==> src/rtl/cmp_branch_unit.sv <==
// Compare-and-branch unit: registers compare results into RD/flag and resolves
// BE/BNE branches against the stored flag. A taken branch is followed by one flush cycle.
module cmp_branch_unit #(
  parameter int DW       = 8,
  parameter int AW       = 8,
  parameter int SIGNED   = 0,
  parameter int RESET_PC = 0,
  parameter int CW       = 8
) (
  input  logic          clk,
  input  logic          rst,
  input  logic          en,
  input  logic [2:0]    opcode,
  input  logic [DW-1:0] R1,
  input  logic [DW-1:0] R2,
  input  logic [AW-1:0] target,
  input  logic          rel,
  output logic [DW-1:0] RD,
  output logic          flag,
  output logic [AW-1:0] pc,
  output logic          taken,
  output logic          flush,
  output logic [CW-1:0] taken_cnt
);

  typedef enum logic {RUN, FLUSH} state_t;

  state_t        state, state_nxt;
  logic [DW-1:0] rd_nxt;
  logic          flag_nxt;
  logic [AW-1:0] pc_nxt;
  logic          taken_nxt;
  logic [CW-1:0] cnt_nxt;
  logic          take;

  function automatic logic compare(input logic [2:0] op, input logic [DW-1:0] a,
                                   input logic [DW-1:0] b);
    logic signed [DW-1:0] sa;
    logic signed [DW-1:0] sb;
    logic lt;
    logic eq;
    sa = a;
    sb = b;
    lt = (SIGNED != 0) ? (sa < sb) : (a < b);
    eq = (a == b);
    case (op)
      3'b000:  compare = lt;
      3'b001:  compare = !lt && !eq;
      3'b010:  compare = eq;
      3'b011:  compare = !lt;
      3'b100:  compare = lt || eq;
      3'b101:  compare = !eq;
      default: compare = 1'b0;
    endcase
  endfunction

  function automatic logic [CW-1:0] sat_inc(input logic [CW-1:0] c);
    sat_inc = (&c) ? c : c + CW'(1);
  endfunction

  always_ff @(posedge clk or posedge rst) begin
    if (rst) begin
      state     <= RUN;
      RD        <= '0;
      flag      <= 1'b0;
      pc        <= AW'(RESET_PC);
      taken     <= 1'b0;
      taken_cnt <= '0;
    end else begin
      state     <= state_nxt;
      RD        <= rd_nxt;
      flag      <= flag_nxt;
      pc        <= pc_nxt;
      taken     <= taken_nxt;
      taken_cnt <= cnt_nxt;
    end
  end

  assign flush = (state == FLUSH);

  // BE (110) takes on flag=1, BNE (111) on flag=0; flag is last edge's compare result
  assign take = opcode[0] ? !flag : flag;

  always_comb begin
    state_nxt = state;
    rd_nxt    = RD;
    flag_nxt  = flag;
    pc_nxt    = pc;
    taken_nxt = 1'b0;
    cnt_nxt   = taken_cnt;
    case (state)
      RUN: begin
        if (en) begin
          if (opcode[2:1] != 2'b11) begin
            rd_nxt    = '0;
            rd_nxt[0] = compare(opcode, R1, R2);
            flag_nxt  = rd_nxt[0];
            pc_nxt    = pc + AW'(1);
          end else if (take) begin
            pc_nxt    = rel ? pc + target : target;
            taken_nxt = 1'b1;
            state_nxt = FLUSH;
            cnt_nxt   = sat_inc(taken_cnt);
          end else begin
            pc_nxt = pc + AW'(1);
          end
        end
      end
      FLUSH: state_nxt = RUN;
      default: state_nxt = RUN;
    endcase
  end

endmodule

==> config.mk <==
export PLATFORM = sky130hd
export DESIGN_NAME = cmp_branch_unit
export DESIGN_NICKNAME = d
export VERILOG_FILES = /design/src/rtl/cmp_branch_unit.sv
export SDC_FILE = /design/constraint.sdc
export NUM_CORES = 1
export LEC_CHECK = 0
export ABC_AREA = 1
export BUFFER_PORTS_ARGS = -buffer_cell sky130_fd_sc_hd__buf_2
export CAP_MARGIN = 0
export CORE_UTILIZATION = 45
export DETAILED_ROUTE_END_ITERATION = 6
export GPL_TIMING_DRIVEN = 0
export PLACE_DENSITY = 0.73
export REMOVE_ABC_BUFFERS = 1
export SLEW_MARGIN = 20
export SYNTH_ARGS = -nofsm -noshare
export SYNTH_HDL_FRONTEND = slang
export SYNTH_SLANG_ARGS = --single-unit
==> constraint.sdc <==
create_clock -name clk -period 3.6 [get_ports clk]
set_input_delay 0.54 -clock clk [delete_from_list [all_inputs] [get_ports clk]]
set_output_delay 0.54 -clock clk [all_outputs]
set_load 0.02 [all_outputs]
==> flow_summary.json <==
{
  "grt.overflow.total": 0,
  "die_x_um": 63.8,
  "routedWlPerCell_um": 10.1,
  "die_y_um": 63.8,
  "wl_um": 3480,
  "post_drt_via_cell_ratio": 4.81,
  "hold_class": "in2async",
  "grt_pass1_vias": 1434,
  "leakage_nw": 1.17,
  "fp.coreArea_sq_mm": 0.00366,
  "dr.pass1.iters": 4,
  "yosysWarnings": 0,
  "ctsResizeCount": 0,
  "hold_violations": 0,
  "grt_max_degree": 19,
  "start_util": 0.470,
  "ys_seq_area_frac": 0.262,
  "gp_congestion": 0.848,
  "synth.avg_cell_area_sq_um": 6.88,
  "cts_setup_buffers": 0,
  "clock_sinks": 18,
  "grt_setup_unrepaired": "false",
  "synth_cell_types": 28,
  "crit_arrival_ps": 2130,
  "finalWorstSetupSlack_ps": 1640,
  "cts_buffers": 3,
  "dr_wl_met3_um": 121,
  "setup_violations": 0,
  "crit_required_ps": 3770,
  "drtIter0Drc": 61,
  "num_vias": 1665,
  "cts_tree": "built",
  "cts-root-buf": "clkbuf_8",
  "die-area_sq_mm": 0.00407,
  "htreeDepth": 1,
  "top_layer_used": "met4",
  "synth.top_cell.area_share": 0.262,
  "postCtsHoldBufs": 0,
  "port_buffers": 50,
  "final.period_utilization": 0.546,
  "r2r-start": "flush",
  "status": "completed",
  "syn_area_sq_mm": 0.00172,
  "grtUsageTotal": 0.189,
  "post-place-ws_ps": 1410,
  "total_power_mw": 1.01,
  "end_kind": "flop",
  "dpl.hpwl_um": 2840,
  "min_period_ps": 1960,
  "p_per_area_mw_per_mm2": 500,
  "clockBufferDepth": 2,
  "rrSetupSlack_ps": 1640,
  "regToRegEndpoint": "taken_cnt[4]",
  "pin_count": 58,
  "synthCells": 250,
  "worst_slew_pin_slew_ps": 791,
  "rr_worst_depth": 6,
  "insertion_delay_ps": 240,
  "diodes": 0,
  "drc_errors": 0,
  "fmax_mhz": 509,
  "yosys.area.top_type": "dfrtp_1",
  "postRouteAntennaNets": 0,
  "drv_cap": 0,
  "drive_above_1_share": 0.201,
  "met1_length_um": 1760,
  "setup_tns_ps": 0,
  "antenna_found_initial": 0,
  "grt_pass1_wl_um": 6210,
  "std_cell_rows": 22,
  "nNetsFinal": 349,
  "ir_drop_mv": 0.310,
  "relSlewSlack": 0.471,
  "finClkSkew_ps": 1.25,
  "area_growth_pct": 17.4,
  "synth-seq-cells": 18,
  "cp_max_fo": 13,
  "clkTransAtPathRegs_ps": 60,
  "drv_slew": 0,
  "start_kind": "flop",
  "synth_area_leaders": "dfrtp_1, nand2_1, ha_1",
  "worstSetupPathType": "reg2reg",
  "wl_met2_um": 1580
}
[where the power goes]
group | switching, mW | internal [mW]
combinational | 0.332 | 0.204
sequential | 0.0783 | 0.258
clock | 0.0611 | 0.0741
total | 0.472 | 0.537
[cell type report]
cell class	count	area, sq um
Inverter	38	143
Fill cell	388	1640
Timing Repair Buffer	50	250
Multi-Input combinational cell	189	1070
Sequential cell	18	450
Clock buffer	3	41.3
Tap cell	48	60.1
[cells in the final DEF (no fill, tap or decap), types with 3 or more instances in the layout]
cell / count
nand3_1: 12
clkbuf_8: 3
buf_2: 50
nor2_1: 23
a21oi_1: 18
o211ai_1: 4
xnor2_1: 4
o21ai_0: 18
xor2_1: 7
nor3_1: 4
inv_1: 37
nand2_1: 60
dfrtp_1: 18
conb_1: 7
ha_1: 17
[through the flow]
| stage | instance area, sq um | util | hold slack (ps) | instances |
|---|---|---|---|---|
| after floorplan | 1670 | - | 479 | 245 |
| after global placement | 1980 | 0.540 | 484 | 343 |
| after detailed placement | 1980 | 0.540 | 487 | 343 |
| after CTS | 2020 | 0.551 | 416 | 346 |
| after global routing | 2020 | 0.551 | 445 | 346 |
| final | 2020 | 0.551 | 382 | 346 |
[registers in the layout (all words and copies together), names as in the netlist]
signal	cells
RD	1
flush	1
pc	8
taken_cnt	8
[cells by family (layout without fill, tap and decap cells)]
logic type                 count (synthesis)  after routing  share of synthesized area
AOI/OAI and AO/OA                         45             45                      0.144
xor gates and xnor gates                  11             11                     0.0560
adders and majority gates                 18             18                      0.135
buffers and inverters                     49             91                      0.127
DFF                                       18             18                      0.262
other                                      1              7                    0.00218
and+or+nand+nor                          108            108                      0.274
[worst max-delay path by stage]
stage                from           end  slack [ps]  depth (start not counted)
floorplan           pc[0]         pc[4]        1740                         11
global placement       en  taken_cnt[4]        1440                          8
detailed placement     en  taken_cnt[4]        1410                          8
CTS                 flush  taken_cnt[4]        1630                          6
global route        pc[0]         pc[4]        1420                         11
finish              flush  taken_cnt[4]        1640                          6
[cell usage after synthesis, drive strengths merged]
master  instances
nand3          12
o21a            1
a21oi          18
nor3b           1
o211ai          4
inv            38
o21ai          18
clkbuf          2
ha             17
o21bai          1
dfrtp          18
a21o            1
conb            1
nor3            5
nor2           25
nand2          62
fa              1
buf             9
xor2            7
nand4           3
a211oi          2
xnor2           4
[layer usage]
metal,GRT usage,vias to the layer above
li1,-,885
met1,0.260,743
met2,0.322,35
met3,0.0214,2
met4,0.0341,0
met5,0,-
[worst max-delay path: stages (launching register included)]
cell and delay [ps]:
dfrtp_1 400, nor2_1 620, nand2_2 220, nor2_4 220, nand2_1 120, nor2_1 130, xor2_1 170
(Power assumes the default switching activity.)
